$ cat config.mk
export PLATFORM = sky130hd
export DESIGN_NAME = crc_ahb_mc_host_if_flat
export DESIGN_NICKNAME = d
export VERILOG_FILES = /design/src/rtl/crc_ahb_mc_host_if_if.sv /design/src/rtl/crc_ahb_mc_host_if.sv /design/src/flat_wrapper.sv
export SDC_FILE = /design/constraint.sdc
export NUM_CORES = 1
export LEC_CHECK = 0
export ABC_CLOCK_PERIOD_IN_PS = 3300
export CORE_AREA = 10 10 139 141
export DETAILED_ROUTE_END_ITERATION = 6
export DIE_AREA = 0 0 149 151
export PLACE_DENSITY_LB_ADDON = 0.25
export SKIP_LAST_GASP = 1
export SLEW_MARGIN = 30
export SYNTH_ARGS = -nofsm -noshare
export SYNTH_HDL_FRONTEND = slang
export SYNTH_SLANG_ARGS = --single-unit
$ cat constraint.sdc
create_clock -name HCLK -period 3.3 [get_ports HCLK]
set_input_delay 0.495 -clock HCLK [delete_from_list [all_inputs] [get_ports HCLK]]
set_output_delay 0.495 -clock HCLK [all_outputs]
set_load 0.05 [all_outputs]
$ cat src/rtl/crc_ahb_mc_host_if_if.sv
// AHB-Lite bus bundle for the multi-channel CRC host interface.
// Signals:
//   HSEL, HWRITE, HREADY, HADDR, HTRANS, HSIZE, HWDATA : master -> slave
//   HRDATA, HREADYOUT, HRESP                           : slave  -> master
interface crc_ahb_mc_host_if_if;
  logic        HSEL;
  logic        HWRITE;
  logic        HREADY;
  logic [31:0] HADDR;
  logic [1:0]  HTRANS;
  logic [2:0]  HSIZE;
  logic [31:0] HWDATA;
  logic [31:0] HRDATA;
  logic        HREADYOUT;
  logic        HRESP;

  modport master (
    output HSEL, HWRITE, HREADY, HADDR, HTRANS, HSIZE, HWDATA,
    input  HRDATA, HREADYOUT, HRESP
  );

  modport slave (
    input  HSEL, HWRITE, HREADY, HADDR, HTRANS, HSIZE, HWDATA,
    output HRDATA, HREADYOUT, HRESP
  );
endinterface

$ cat src/rtl/crc_ahb_mc_host_if.sv
// Multi-channel AHB-Lite slave front end for the CRC accelerator.
// Decodes one register bank per channel (channel = HADDR[7:5], register =
// HADDR[4:2]), produces one-hot per-channel write strobes and configuration,
// inserts wait states from per-channel back-pressure and answers illegal
// accesses with a two-cycle ERROR response.
// Ports:
//   HCLK, HRESET        clock, synchronous active-high reset
//   ahb                 AHB-Lite slave bundle
//   bus_wr, bus_size    write data and registered transfer size to datapath
//   *_en, reset_chain   per-channel one-cycle strobes
//   crc_poly_size, rev_in_type, rev_out_type   per-channel CR fields
//   crc_out, crc_init_out, crc_poly_out, crc_idr_out   per-channel read data
//   buffer_full, reset_pending, read_wait      per-channel stall sources
module crc_ahb_mc_host_if #(
  parameter int NUM_CH = 2
) (
  input  logic                  HCLK,
  input  logic                  HRESET,
  crc_ahb_mc_host_if_if.slave   ahb,
  output logic [31:0]           bus_wr,
  output logic [1:0]            bus_size,
  output logic [NUM_CH-1:0]     buffer_write_en,
  output logic [NUM_CH-1:0]     crc_init_en,
  output logic [NUM_CH-1:0]     crc_idr_en,
  output logic [NUM_CH-1:0]     crc_poly_en,
  output logic [NUM_CH-1:0]     reset_chain,
  output logic [2*NUM_CH-1:0]   crc_poly_size,
  output logic [2*NUM_CH-1:0]   rev_in_type,
  output logic [NUM_CH-1:0]     rev_out_type,
  input  logic [32*NUM_CH-1:0]  crc_out,
  input  logic [32*NUM_CH-1:0]  crc_init_out,
  input  logic [32*NUM_CH-1:0]  crc_poly_out,
  input  logic [8*NUM_CH-1:0]   crc_idr_out,
  input  logic [NUM_CH-1:0]     buffer_full,
  input  logic [NUM_CH-1:0]     reset_pending,
  input  logic [NUM_CH-1:0]     read_wait
);

  localparam logic [2:0] REG_DR   = 3'd0;
  localparam logic [2:0] REG_IDR  = 3'd1;
  localparam logic [2:0] REG_CR   = 3'd2;
  localparam logic [2:0] REG_SR   = 3'd3;
  localparam logic [2:0] REG_INIT = 3'd4;
  localparam logic [2:0] REG_POL  = 3'd5;

  typedef enum logic [1:0] {ST_OK, ST_ERR1, ST_ERR2} state_t;

  state_t      state;
  logic        vld_p0;
  logic        wr_p0;
  logic [2:0]  ch_p0;
  logic [2:0]  reg_p0;
  logic [4:0]  cr [NUM_CH];

  logic [2:0]        addr_ch;
  logic [2:0]        addr_reg;
  logic              xfer;
  logic              illegal;
  logic              sample;
  logic              stall;
  logic              hready_out;
  logic              wr_done;
  logic [NUM_CH-1:0] ch_hit;
  logic [31:0]       rdata;
  logic              unused_bits;

  assign unused_bits = ^{ahb.HADDR[31:8], ahb.HADDR[1:0], ahb.HTRANS[0]};

  // Address phase decode
  assign addr_ch  = ahb.HADDR[7:5];
  assign addr_reg = ahb.HADDR[4:2];
  assign xfer     = ahb.HSEL && ahb.HTRANS[1];
  assign illegal  = (int'(addr_ch) >= NUM_CH) || (addr_reg > REG_POL) ||
                    (ahb.HSIZE > 3'b010) || (ahb.HWRITE && addr_reg == REG_SR);
  assign sample   = ahb.HREADY && hready_out;

  always_ff @(posedge HCLK) begin
    if (HRESET) begin
      state    <= ST_OK;
      vld_p0   <= 1'b0;
      bus_size <= 2'b00;
    end else begin
      case (state)
        ST_ERR1: state <= ST_ERR2;
        // OK and ERR2 both accept a new address; an illegal one enters ERR1
        // so its data phase opens with the wait cycle of the error response.
        default: state <= (sample && xfer && illegal) ? ST_ERR1 : ST_OK;
      endcase
      // A completing data phase without a new sample leaves the pipe empty.
      if (hready_out) vld_p0 <= sample && xfer && !illegal;
      if (sample && xfer) bus_size <= ahb.HSIZE[1:0];
    end
  end

  always_ff @(posedge HCLK) begin
    if (sample) begin
      wr_p0  <= ahb.HWRITE;
      ch_p0  <= addr_ch;
      reg_p0 <= addr_reg;
    end
  end

  // Data phase: channel select, stall and response
  always_comb begin
    ch_hit = '0;
    for (int c = 0; c < NUM_CH; c++) ch_hit[c] = (ch_p0 == 3'(c));
  end

  assign stall = vld_p0 && |(ch_hit & (
                   ({NUM_CH{ wr_p0 && reg_p0 == REG_DR}}   & buffer_full) |
                   ({NUM_CH{!wr_p0 && reg_p0 == REG_DR}}   & read_wait)   |
                   ({NUM_CH{ wr_p0 && reg_p0 == REG_INIT}} & reset_pending)));

  always_comb begin
    case (state)
      ST_ERR1: hready_out = 1'b0;
      ST_ERR2: hready_out = 1'b1;
      default: hready_out = !stall;
    endcase
  end

  assign ahb.HREADYOUT = hready_out;
  assign ahb.HRESP     = (state != ST_OK);

  // Strobes fire only in the completing cycle; a reset cycle cancels them.
  assign wr_done = vld_p0 && wr_p0 && hready_out && !HRESET;

  assign buffer_write_en = ch_hit & {NUM_CH{wr_done && reg_p0 == REG_DR}};
  assign crc_idr_en      = ch_hit & {NUM_CH{wr_done && reg_p0 == REG_IDR}};
  assign crc_init_en     = ch_hit & {NUM_CH{wr_done && reg_p0 == REG_INIT}};
  assign crc_poly_en     = ch_hit & {NUM_CH{wr_done && reg_p0 == REG_POL}};
  assign reset_chain     = ch_hit & {NUM_CH{wr_done && reg_p0 == REG_CR && ahb.HWDATA[0]}};
  assign bus_wr          = ahb.HWDATA;

  always_ff @(posedge HCLK) begin
    if (HRESET) begin
      for (int c = 0; c < NUM_CH; c++) cr[c] <= '0;
    end else begin
      for (int c = 0; c < NUM_CH; c++)
        if (wr_done && reg_p0 == REG_CR && ch_hit[c]) cr[c] <= ahb.HWDATA[7:3];
    end
  end

  for (genvar g = 0; g < NUM_CH; g++) begin : g_cfg
    assign crc_poly_size[2*g +: 2] = cr[g][1:0];
    assign rev_in_type[2*g +: 2]   = cr[g][3:2];
    assign rev_out_type[g]         = cr[g][4];
  end

  always_comb begin
    rdata = '0;
    if (vld_p0 && !wr_p0) begin
      for (int c = 0; c < NUM_CH; c++) begin
        if (ch_hit[c]) begin
          case (reg_p0)
            REG_DR:   rdata = crc_out[32*c +: 32];
            REG_IDR:  rdata = {24'h0, crc_idr_out[8*c +: 8]};
            REG_CR:   rdata = {24'h0, cr[c], 3'b000};
            REG_SR:   rdata = {29'h0, read_wait[c], reset_pending[c], buffer_full[c]};
            REG_INIT: rdata = crc_init_out[32*c +: 32];
            REG_POL:  rdata = crc_poly_out[32*c +: 32];
            default:  rdata = '0;
          endcase
        end
      end
    end
  end

  assign ahb.HRDATA = rdata;

endmodule
$ cat src/flat_wrapper.sv
// flat-port wrapper written by rule: the top's interface ports become plain ports
module crc_ahb_mc_host_if_flat 
#(
  parameter int NUM_CH = 2
)
  (HCLK, HRESET, bus_wr, bus_size, buffer_write_en, crc_init_en, crc_idr_en, crc_poly_en, reset_chain, crc_poly_size, rev_in_type, rev_out_type, crc_out, crc_init_out, crc_poly_out, crc_idr_out, buffer_full, reset_pending, read_wait, ahb_HSEL, ahb_HWRITE, ahb_HREADY, ahb_HADDR, ahb_HTRANS, ahb_HSIZE, ahb_HWDATA, ahb_HRDATA, ahb_HREADYOUT, ahb_HRESP);
  crc_ahb_mc_host_if_if ahb_i ();
  input  logic HCLK;
  input  logic HRESET;
  output logic [31:0] bus_wr;
  output logic [1:0] bus_size;
  output logic [NUM_CH-1:0] buffer_write_en;
  output logic [NUM_CH-1:0] crc_init_en;
  output logic [NUM_CH-1:0] crc_idr_en;
  output logic [NUM_CH-1:0] crc_poly_en;
  output logic [NUM_CH-1:0] reset_chain;
  output logic [2*NUM_CH-1:0] crc_poly_size;
  output logic [2*NUM_CH-1:0] rev_in_type;
  output logic [NUM_CH-1:0] rev_out_type;
  input  logic [32*NUM_CH-1:0] crc_out;
  input  logic [32*NUM_CH-1:0] crc_init_out;
  input  logic [32*NUM_CH-1:0] crc_poly_out;
  input  logic [8*NUM_CH-1:0] crc_idr_out;
  input  logic [NUM_CH-1:0] buffer_full;
  input  logic [NUM_CH-1:0] reset_pending;
  input  logic [NUM_CH-1:0] read_wait;
  input wire logic [$bits(ahb_i.HSEL)-1:0] ahb_HSEL;
  input wire logic [$bits(ahb_i.HWRITE)-1:0] ahb_HWRITE;
  input wire logic [$bits(ahb_i.HREADY)-1:0] ahb_HREADY;
  input wire logic [$bits(ahb_i.HADDR)-1:0] ahb_HADDR;
  input wire logic [$bits(ahb_i.HTRANS)-1:0] ahb_HTRANS;
  input wire logic [$bits(ahb_i.HSIZE)-1:0] ahb_HSIZE;
  input wire logic [$bits(ahb_i.HWDATA)-1:0] ahb_HWDATA;
  output wire logic [$bits(ahb_i.HRDATA)-1:0] ahb_HRDATA;
  output wire logic [$bits(ahb_i.HREADYOUT)-1:0] ahb_HREADYOUT;
  output wire logic [$bits(ahb_i.HRESP)-1:0] ahb_HRESP;
  assign ahb_i.HSEL = ahb_HSEL;
  assign ahb_i.HWRITE = ahb_HWRITE;
  assign ahb_i.HREADY = ahb_HREADY;
  assign ahb_i.HADDR = ahb_HADDR;
  assign ahb_i.HTRANS = ahb_HTRANS;
  assign ahb_i.HSIZE = ahb_HSIZE;
  assign ahb_i.HWDATA = ahb_HWDATA;
  assign ahb_HRDATA = ahb_i.HRDATA;
  assign ahb_HREADYOUT = ahb_i.HREADYOUT;
  assign ahb_HRESP = ahb_i.HRESP;
  crc_ahb_mc_host_if #(.NUM_CH(NUM_CH)) u_core (.HCLK(HCLK), .HRESET(HRESET), .ahb(ahb_i), .bus_wr(bus_wr), .bus_size(bus_size), .buffer_write_en(buffer_write_en), .crc_init_en(crc_init_en), .crc_idr_en(crc_idr_en), .crc_poly_en(crc_poly_en), .reset_chain(reset_chain), .crc_poly_size(crc_poly_size), .rev_in_type(rev_in_type), .rev_out_type(rev_out_type), .crc_out(crc_out), .crc_init_out(crc_init_out), .crc_poly_out(crc_poly_out), .crc_idr_out(crc_idr_out), .buffer_full(buffer_full), .reset_pending(reset_pending), .read_wait(read_wait));
endmodule
=== Yosys cells after proc, flatten, opt, wreduce, memory -nomap -nowiden ===
Memory sizes are Yosys's and may differ from the RTL's.
Cells that the tools add are included.

* Flip-flop bits (word level): 12
* Memory bits (writable): 10
* Output and inout bits: 88
* Memories: 1

* Magnitude comparators: 3
* Equality and inequality tests: 9
* Mux-type cells: 18
* Bitwise logic cells: 13
* Reduce and logical (&&, ||, !) cells: 34

{| class="wikitable"
|+ Memories
! memory !! words !! width !! read ports !! clocked after memory_dff !! write ports !! line !! RTL
|-
| u_core.cr || 2 || 5 || 2 || 0 || 2 || crc_ahb_mc_host_if.sv:53 || <nowiki>logic [4:0] cr [NUM_CH];</nowiki>
|}

{| class="wikitable"
|+ Operators by type and width
! kind !! count
|-
| 32-bit case mux with 6 select lines || 2
|-
| 32-bit two-way mux || 3
|-
| 1-bit logical AND || 22
|-
| 2-bit bitwise AND || 9
|-
| 5-bit two-way mux || 2
|-
| 3-bit by 2-bit == test with 1-bit output (second input constant) || 3
|-
| 1-bit two-way mux || 9
|-
| 3-bit by 1-bit == test with 1-bit output (second input constant) || 2
|-
| 3-bit == test (second input constant) || 2
|-
| 3-bit logical NOT || 2
|-
| 1-bit logical NOT || 4
|-
| 2-bit OR || 2
|-
| 2-bit OR reduction || 2
|-
| 3-bit by 2-bit greater-or-equal comparator with 1-bit output (second input constant) || 1
|-
| 3-bit by 2-bit > comparator with 1-bit output (second input constant) || 1
|-
| 3-bit > comparator (second input constant) || 1
|-
| 1-bit logical OR || 3
|-
| 2-bit by 1-bit == test with 1-bit output (second input constant) || 1
|-
| 2-bit == test (second input constant) || 1
|-
| 2-bit two-way mux || 1
|-
| 1-bit OR || 2
|-
| 1-bit case mux with 2 select lines || 1
|-
| 2-bit nonzero test || 1
|}

=== Longest topological paths before layout ===
Gate-level depths: netlist of run 1.

* Word-level depth: 18
* Gate-level depth with buffers: 8
* Mapped depth without buffers: 7

=== Worst setup path before layout of run 1 ===
No wires, ideal clock.

* Kind: register -> output
* Start point: reg u_core.reg_p0[0]
* End point: out ahb_HRDATA[3]
* Data arrival time: 3.574 ns
* Data required time: 2.805 ns
* Setup slack: -0.769 ns
* Stages on the path, launching flop included: 6
* Path buffers: 1
* Cells stage by stage: edfxtp_1 > buf_6 > nor3b_2 > nand2_1 > a21o_1 > a2111oi_0

* Word-level cells in the longest chain between the ends: 5

{| class="wikitable"
|+ RTL lines
! element !! line !! RTL
|-
| start, declared || crc_ahb_mc_host_if.sv:52 || <nowiki>logic [2:0] reg_p0;</nowiki>
|-
| start signal, assigned || crc_ahb_mc_host_if.sv:99 || <nowiki>reg_p0 <= addr_reg;</nowiki>
|-
| 3-bit == test (tied with other cells) || crc_ahb_mc_host_if.sv:155 || <nowiki>case (reg_p0)</nowiki>
|-
| 32-bit case mux with 6 select lines || crc_ahb_mc_host_if.sv:155 ||
|-
| 32-bit two-way mux || crc_ahb_mc_host_if.sv:154 || <nowiki>if (ch_hit[c]) begin</nowiki>
|-
| 32-bit two-way mux * || crc_ahb_mc_host_if.sv:154 ||
|-
| 32-bit two-way mux * || crc_ahb_mc_host_if.sv:152 || <nowiki>if (vld_p0 && !wr_p0) begin</nowiki>
|-
| end, declared || flat_wrapper.sv:34 || <nowiki>output wire logic [$bits(ahb_i.HRDATA)-1:0] ahb_HRDATA;</nowiki>
|}

Every way passes the cells marked *; elsewhere a longest branch is shown, timed or not.

=== Worst setup path after layout of run 1 ===
* Start point: reg u_core.reg_p0[0]
* End point: out ahb_HRDATA[1]

Same word-level chain as after synthesis.

==> results of run 1 <==
## through the flow
stage / cell area (µm²) / total power, W
3_5_place_dp: 6750 / 0.000941
3_3_place_gp: 6750 / 0.000933
6_report: 6840 / 0.00121
4_1_cts: 6840 / 0.00122
2_1_floorplan: 3340 / 0.000662
5_1_grt: 6840 / 0.00128
## power groups by stage
stage	Sequential, W	Combinational, W	Clock [W]
6_report	0.000321	0.000611	0.000282
5_1_grt	0.000323	0.000661	0.000297
4_1_cts	0.000321	0.000618	0.000286
3_5_place_dp	0.000327	0.000614	0
3_3_place_gp	0.000326	0.000607	0
2_1_floorplan	0.000338	0.000324	0
## layer usage
metal | global-route usage [%] | vias up | share of wire [%]
li1 | - | 2013 | -
met1 | 16.7 | 1870 | 37
met2 | 29.1 | 192 | 52
met3 | 4.98 | 33 | 8.7
met4 | 3.88 | 0 | 1.8
met5 | 0 | - | 0
## final cells by class
cell class | instances | area [µm²]
Timing Repair Buffer | 314 | 3540
Multi-Input combinational cell | 321 | 2290
Clock buffer | 4 | 88.8
Inverter | 9 | 33.8
Tap cell | 220 | 275
Fill cell | 1626 | 9630
Sequential cell | 22 | 611
## cells by family after synthesis
group | share of synthesized area (%)
adder cells (fa/ha/maj) | 1.13
AO/OA/AOI/OAI | 19.6
multiplexers | 28.1
AND/OR/NAND/NOR | 19.4
buffers and inverters | 13.4
flip-flops | 18.3
## placed cells by master (no fill, tap or decap), types with 9 or more instances in the layout
cell | netlist | final
a211oi_1 | 9 | 9
a22oi_1 | 23 | 23
buf_12 | 0 | 44
buf_4 | 36 | 17
clkdlybuf4s50_1 | 0 | 253
edfxtp_1 | 17 | 17
mux2i_1 | 62 | 62
mux4_2 | 14 | 14
nand2_1 | 57 | 57
nor2_1 | 31 | 29
nor4_1 | 10 | 10
o21ai_0 | 55 | 55
## worst max-delay path, delay by kind of cell, from the launching register on
kind | cells | cell delay, ns
compound gates | 1 | 0.14
buf+inv | 2 | 0.49
flops | 1 | 0.48
simple gates | 3 | 1.11
## path summary, 6_finish.rpt
path / endpoint / slack, ns
worst min-delay path: u_core.bus_size[1] / 0.50
worst min register to register: u_core.bus_size[1] / 0.50
worst max register to register: u_core.reg_p0[1] / 0.84
worst max-delay path: ahb_HRDATA[1] / 0.32
## flip-flops by register name, indices dropped and copies added (netlist names)
register,cells
u_core.reg_p0,3
u_core.bus_size,2
u_core.state,2
u_core.ch_p0,3
u_core.cr,10
u_core.wr_p0,1
u_core.vld_p0,1
==> impl_metrics.json, run 1 <==
{
  "clock_path_buffers": 2,
  "post_cts_buffers": 0,
  "cts-hold-fix-buffers": 0,
  "nets": 962,
  "synth_most_common_cell": "mux2i_1",
  "min-delay-path-class": "register to register",
  "place_congestion": 0.851,
  "worst_pin_slew_ns": 0.575,
  "cts.repair.resized": 0,
  "p_switching_w": 0.000344,
  "min_period_ns": 2.98,
  "cts_buffers": 3,
  "place_hpwl_um": 16000,
  "synth-main-ff-cell": "edfxtp_1",
  "p_sw_share_pct": 28.3,
  "crit_arrival_ns": 2.49,
  "drv_cap": 0,
  "synth_common_cells": "mux2i_1, nand2_1, o21ai_0",
  "synth_cell_types": 43,
  "min_from": "u_core.bus_size[1]",
  "clock_sinks": 22,
  "overflow": 0,
  "ir_drop_v": 0.000191,
  "h-tree-depth": 1,
  "yosysWarnings": 0,
  "rsz0062_at_grt": "false",
  "ys_ff_latch": 22,
  "postSynth.asyncResetShare_pct": 0,
  "antenna_found_initial": 1,
  "cts_root_buf": "clkbuf_16",
  "num_vias": 4108,
  "setup_ws_ns": 0.316,
  "combPwrFrac_pct": 50.4,
  "path_cells": "buf_12 > nand2b_1 > nor2_1 > a211oi_1 > nor3_1 > buf_12",
  "dp_slack_ns": 0.416,
  "yosysTopAreaCell": "mux2i_1",
  "initial_utilization_pct": 20.3,
  "floorplan.die_area_um2": 22500,
  "final_util_pct": 41.5,
  "syn_area_per_cell_um2": 7.96,
  "clkLatencyLatePin_ns": 0.26,
  "areaGrowthSynthToFinish_pct": 105,
  "finalNonFillerCells": 890,
  "final_max_slew_viol_count": 0,
  "top_level_ports": 376,
  "cts_tree": "done",
  "synth_nets": 710,
  "finClkSkew_ns": 0.00257,
  "netlist_area_um2": 3330,
  "rows": 47,
  "slew_headroom_pct": 61.4,
  "io_buffers": 296,
  "p_leak_nw": 2.51,
  "drc": 0,
  "cp_max_fo": 45,
  "synth_edf_count": 17,
  "wl_per_cell_um": 21.0,
  "status": "complete, no violations",
  "setup_violations": 0,
  "p_int_w": 0.000870,
  "powerDensity_nw_per_um2": 178,
  "drt-pass1-iter-count": 5,
  "crit_path_start_kind": "register",
  "cp-end-kind": "primary output",
  "die_h_um": 151,
  "slowest_stage": "edfxtp_1",
  "worst-r2r-cell-count": 6,
  "drtAntennaViolNets": 0,
  "synth_top_cells_by_area": "mux2i_1, edfxtp_1, mux4_2",
  "worst_hold_slack_ns": 0.500,
  "wl_um": 18700,
  "layout-drive-gt1-share_pct": 13.3,
  "syn_inst": 419,
  "r2r_start": "u_core.reg_p0[2]",
  "die_w_um": 149,
  "post_drt_via_cell_ratio": 4.62,
  "grt_first_pass_wirelength_um": 27500,
  "p_clk_share_pct": 23.2,
  "worstSetupPathType": "register to primary output",
  "setup.worst_path.start": "u_core.reg_p0[0]",
  "dr.first_iter.drc_count": 167,
  "max_stage_delay_ns": 0.48,
  "clk_pin_slew_worst_paths_ns": 0.06,
  "coreArea_um2": 16500,
  "min_period_over_period_pct": 90.4,
  "finalSetupTns_ns": 0,
  "grt_pass1_vias": 4596,
  "timing.fmax_ghz": 0.335,
  "seq_area_frac_synth_pct": 18.3,
  "cp.required_ns": 2.80,
  "dp.cells": 886,
  "yosys.area.top_type_share_pct": 18.6,
  "min_path_cells": 2,
  "finalHoldViolations": 0,
  "grt_max_degree": 46,
  "diodes": 0,
  "seqPwrFrac_pct": 26.4,
  "cp_common_cell": "buf_12",
  "grtUsageTotal_pct": 15.6
}
Note: power is estimated with default switching activity, not from simulation.
==> inputs of run 2 (changes only) <==
Settings changed: SETUP_SLACK_MARGIN set to 0.2.
==> impl_metrics.json, run 2 (synthesis gave the netlist of run 1 again) <==
{
  "status": "complete, no violations",
  "drtAntennaViolNets": 0,
  "finClkSkew_ns": 0.00321,
  "min_period_over_period_pct": 87.0,
  "seqPwrFrac_pct": 26.5,
  "final_common_cell": "clkdlybuf4s50_1",
  "place_hpwl_um": 16000,
  "layout-drive-gt1-share_pct": 13.4,
  "timing.fmax_ghz": 0.348,
  "place_congestion": 0.851,
  "worst-r2r-cell-count": 6,
  "overflow": 0,
  "nets": 962,
  "wl_per_cell_um": 21.0,
  "drv_cap": 0,
  "antenna_found_initial": 1,
  "wl_um": 18700,
  "drt-pass1-iter-count": 4,
  "clk_pin_slew_worst_paths_ns": 0.06,
  "crit_path_start_kind": "register",
  "p_clk_share_pct": 23.2,
  "die_w_um": 149,
  "setup_ws_ns": 0.430,
  "dr.first_iter.drc_count": 176,
  "final_max_slew_viol_count": 0,
  "dp_slack_ns": 0.416,
  "post_drt_via_cell_ratio": 4.62,
  "h-tree-depth": 1,
  "cp.required_ns": 2.80,
  "clkLatencyLatePin_ns": 0.26,
  "grtUsageTotal_pct": 15.6,
  "finalNonFillerCells": 890,
  "cts_buffers": 3,
  "finalHoldViolations": 0,
  "worst_hold_slack_ns": 0.500,
  "busiest_layer": "met2",
  "p_switching_w": 0.000343,
  "clock_path_buffers": 2,
  "drc": 0,
  "areaGrowthSynthToFinish_pct": 105,
  "reg_top3": "u_core.cr: 10 flops, u_core.ch_p0: 3 flops, u_core.reg_p0: 3 flops",
  "cp-end-kind": "primary output",
  "powerDensity_nw_per_um2": 177,
  "worst_pin_slew_ns": 0.582,
  "rows": 47,
  "num_vias": 4116,
  "rsz0062_at_grt": "false",
  "grt.met2_usage_pct": 29.1,
  "design_area_um2": 6840,
  "floorplan.die_area_um2": 22500,
  "cts_tree": "done",
  "use_met3_pct": 4.98,
  "combPwrFrac_pct": 50.4,
  "p_int_w": 0.000870,
  "min_path_cells": 2,
  "min_from": "u_core.bus_size[1]",
  "diodes": 0,
  "use_met1_pct": 16.7,
  "r2r_start": "u_core.reg_p0[2]",
  "largest_reg_flops": 10,
  "rrSetupSlack_ns": 0.84,
  "min_to": "u_core.bus_size[1]",
  "cts.repair.resized": 0,
  "min_period_ns": 2.87,
  "post_cts_buffers": 0,
  "ir_drop_v": 0.000190,
  "cts_root_buf": "clkbuf_16",
  "min-delay-path-class": "register to register",
  "max_flop_register": "u_core.cr",
  "cp_max_fo": 45,
  "grt_first_pass_wirelength_um": 27500,
  "setup_violations": 0,
  "grt_pass1_vias": 4596,
  "worstSetupPathType": "register to primary output",
  "slew_headroom_pct": 60.9,
  "crit_arrival_ns": 2.37,
  "top_level_ports": 376,
  "dp.cells": 886,
  "final_cell_mix": "clkdlybuf4s50_1, mux2i_1, nand2_1",
  "place_area_um2": 6750,
  "p_leak_nw": 2.51,
  "die_h_um": 151,
  "reg2reg_to": "u_core.reg_p0[1]",
  "initial_utilization_pct": 20.3,
  "cts-hold-fix-buffers": 0,
  "p_sw_share_pct": 28.3,
  "coreArea_um2": 16500,
  "io_buffers": 296,
  "clock_sinks": 22,
  "grt_max_degree": 46
}
-- run 2: cell counts in the layout (fill, tap and decap cells not counted) --
No cell type changed its count.
-- run 2: metrics by stage --
stage | utilization, % | setup TNS (ns) | total power, W
after floorplan | - | -0.394 | 0.000662
after global placement | 41.0 | 0 | 0.000933
after detailed placement | 41.0 | 0 | 0.000941
after CTS | 41.5 | 0 | 0.00122
after global routing | 41.5 | 0 | 0.00128
final | 41.5 | 0 | 0.00121
-- run 2: per-layer routing --
metal  share of wire, %  vias up
met5                  0        -
met4                1.8        0
met3                8.7       33
li1                   -     2011
met1                 37     1876
met2                 52      196
-- run 2: worst max-delay path by stage --
stage                      from                  to  cells past startpoint
2_1_floorplan   u_core.ch_p0[0]  buffer_write_en[1]                      8
3_3_place_gp   reset_pending[1]      crc_poly_en[0]                      6
3_5_place_dp   reset_pending[1]      reset_chain[0]                      7
4_1_cts        u_core.reg_p0[0]       ahb_HRDATA[1]                      6
5_1_grt        u_core.reg_p0[1]      ahb_HRDATA[30]                      7
6_report       u_core.reg_p0[0]       ahb_HRDATA[3]                      6
-- run 2: area by class of cell --
class / instances / area, µm²
multi-input cells: 321 / 2290
inverters: 9 / 33.8
fillers: 1626 / 9630
clock buffers: 4 / 88.8
well taps: 220 / 275
repair buffers: 314 / 3540
flip-flops and latches: 22 / 611
-- run 2: worst max-delay path: stages (launching register included) --
cell and delay (ns):
edfxtp_1 0.50, buf_12 0.24, nor3b_2 0.29, nand2_1 0.12, a21o_1 0.20, a2111oi_2 0.55, buf_12 0.21
-- run 2: power by group through the flow --
stage / logic, W / registers, W / clock network [W]
after floorplan: 0.000324 / 0.000338 / 0
after global placement: 0.000607 / 0.000326 / 0
after detailed placement: 0.000614 / 0.000327 / 0
after CTS: 0.000618 / 0.000321 / 0.000286
after global routing: 0.000661 / 0.000323 / 0.000297
final: 0.000611 / 0.000321 / 0.000281
==> inputs of run 3 (changes only) <==
Settings changed: PLACE_DENSITY_LB_ADDON 0.25 to unset.
==> impl_metrics.json, run 3 (synthesis gave the netlist of run 1 again) <==
{
  "min_period_over_period_pct": 86.9,
  "nets": 965,
  "min-delay-path-class": "register to register",
  "clkLatencyLatePin_ns": 0.25,
  "setup_violations": 0,
  "p_switching_w": 0.000345,
  "cp.required_ns": 2.80,
  "h-tree-depth": 1,
  "min_period_ns": 2.87,
  "post_drt_via_cell_ratio": 4.69,
  "grtUsageTotal_pct": 15.6,
  "p_int_w": 0.000858,
  "slew_headroom_pct": 64.1,
  "p_clk_share_pct": 21.1,
  "worst-r2r-cell-count": 5,
  "crit_path_start_kind": "register",
  "grt_pass1_vias": 4403,
  "wl_um": 19300,
  "wl_per_cell_um": 21.6,
  "timing.fmax_ghz": 0.349,
  "grt_first_pass_wirelength_um": 27500,
  "place_congestion": 0.886,
  "coreArea_um2": 16500,
  "io_buffers": 296,
  "p_sw_share_pct": 28.7,
  "die_h_um": 151,
  "final_max_slew_viol_count": 0,
  "crit_arrival_ns": 2.37,
  "cp_max_fo": 24,
  "final_cell_mix": "clkdlybuf4s50_1, mux2i_1, nand2_1",
  "cts_tree": "done",
  "drc": 0,
  "design_area_um2": 6750,
  "cts-hold-fix-buffers": 0,
  "clock_path_buffers": 2,
  "drv_cap": 0,
  "cp-end-kind": "primary output",
  "final_common_cell": "clkdlybuf4s50_1",
  "num_vias": 4187,
  "drtAntennaViolNets": 0,
  "p_leak_nw": 2.49,
  "seqPwrFrac_pct": 26.9,
  "min_path_cells": 2,
  "p_total_w": 0.00120,
  "status": "complete, no violations",
  "clk_pin_slew_worst_paths_ns": 0.05,
  "diodes": 0,
  "overflow": 0,
  "areaGrowthSynthToFinish_pct": 102,
  "cts_buffers": 3,
  "floorplan.die_area_um2": 22500,
  "largest_reg_flops": 10,
  "combPwrFrac_pct": 52.0,
  "rsz0062_at_grt": "false",
  "clock_sinks": 22,
  "finalSetupTns_ns": 0,
  "finalHoldViolations": 0,
  "finClkSkew_ns": 0.00135,
  "die_w_um": 149,
  "dr.first_iter.drc_count": 215,
  "max_flop_register": "u_core.cr",
  "initial_utilization_pct": 20.3,
  "powerDensity_nw_per_um2": 178,
  "cts_root_buf": "clkbuf_16",
  "reg_top3": "u_core.cr: 10 flops, u_core.ch_p0: 3 flops, u_core.reg_p0: 3 flops",
  "top_level_ports": 376,
  "place_hpwl_um": 16400,
  "place_area_um2": 6630,
  "worstSetupPathType": "register to primary output",
  "layout-drive-gt1-share_pct": 13.7,
  "rows": 47,
  "drt-pass1-iter-count": 4,
  "antenna_found_initial": 0,
  "ir_drop_v": 0.000183,
  "worst_pin_slew_ns": 0.537,
  "grt_max_degree": 45
}
-- run 3: layout make-up --
type,instances,area (µm²)
tap,220,275
timing repair buffer,317,3450
clock buffer,4,78.8
inverter,9,33.8
fill,1642,9720
multi-input combinational,321,2290
sequential,22,611
-- run 3: worst max-delay path, stage by stage, from the launching register on --
cell	delay [ns]
edfxtp_1	0.52
buf_4	0.23
nand2_1	0.06
nand3b_1	0.11
buf_4	0.25
or3_1	0.39
a211oi_1	0.35
buf_12	0.19
-- run 3: through the flow --
stage / utilization (%) / worst slack, ns / cells / hold WS (ns)
final: 41.0 / 0.432 / 893 / 0.483
after global routing: 41.0 / 0.279 / 893 / 0.524
after CTS: 40.9 / 0.258 / 893 / 0.474
after detailed placement: 40.3 / 0.461 / 887 / 0.466
after global placement: 40.3 / 0.429 / 887 / 0.466
after floorplan: - / -0.0710 / 419 / 0.564
-- run 3: worst paths after layout --
path | startpoint | to | slack, ns
setup / recovery | u_core.reg_p0[1] | ahb_HRDATA[6] | 0.43
hold reg to reg | u_core.bus_size[0] | u_core.bus_size[0] | 0.48
hold / removal | u_core.bus_size[0] | u_core.bus_size[0] | 0.48
setup reg to reg | u_core.reg_p0[2] | u_core.wr_p0 | 0.92
-- run 3: repair_timing --
action	4_1_cts	5_1_grt
setup buffers	2	0
cloned	0	0
resized for setup	0	3
endpoints found under the setup margin	1	6
-- run 3: metal layers --
layer  vias to the layer above  track usage, %  part of all wire, %
met4                         0            5.30                  2.9
met3                        36            3.43                  7.1
met2                       178            28.0                   52
li1                       2020               -                    -
met1                      1953            17.8                   38
met5                         -               0                    0
-- run 3: power by group through the flow --
stage                     Clock, W  Sequential (W)  Combinational, W
after detailed placement         0        0.000331          0.000618
final                     0.000254        0.000323          0.000625
after global routing      0.000265        0.000325          0.000671
after floorplan                  0        0.000338          0.000324
after CTS                 0.000258        0.000322          0.000630
after global placement           0        0.000332          0.000611
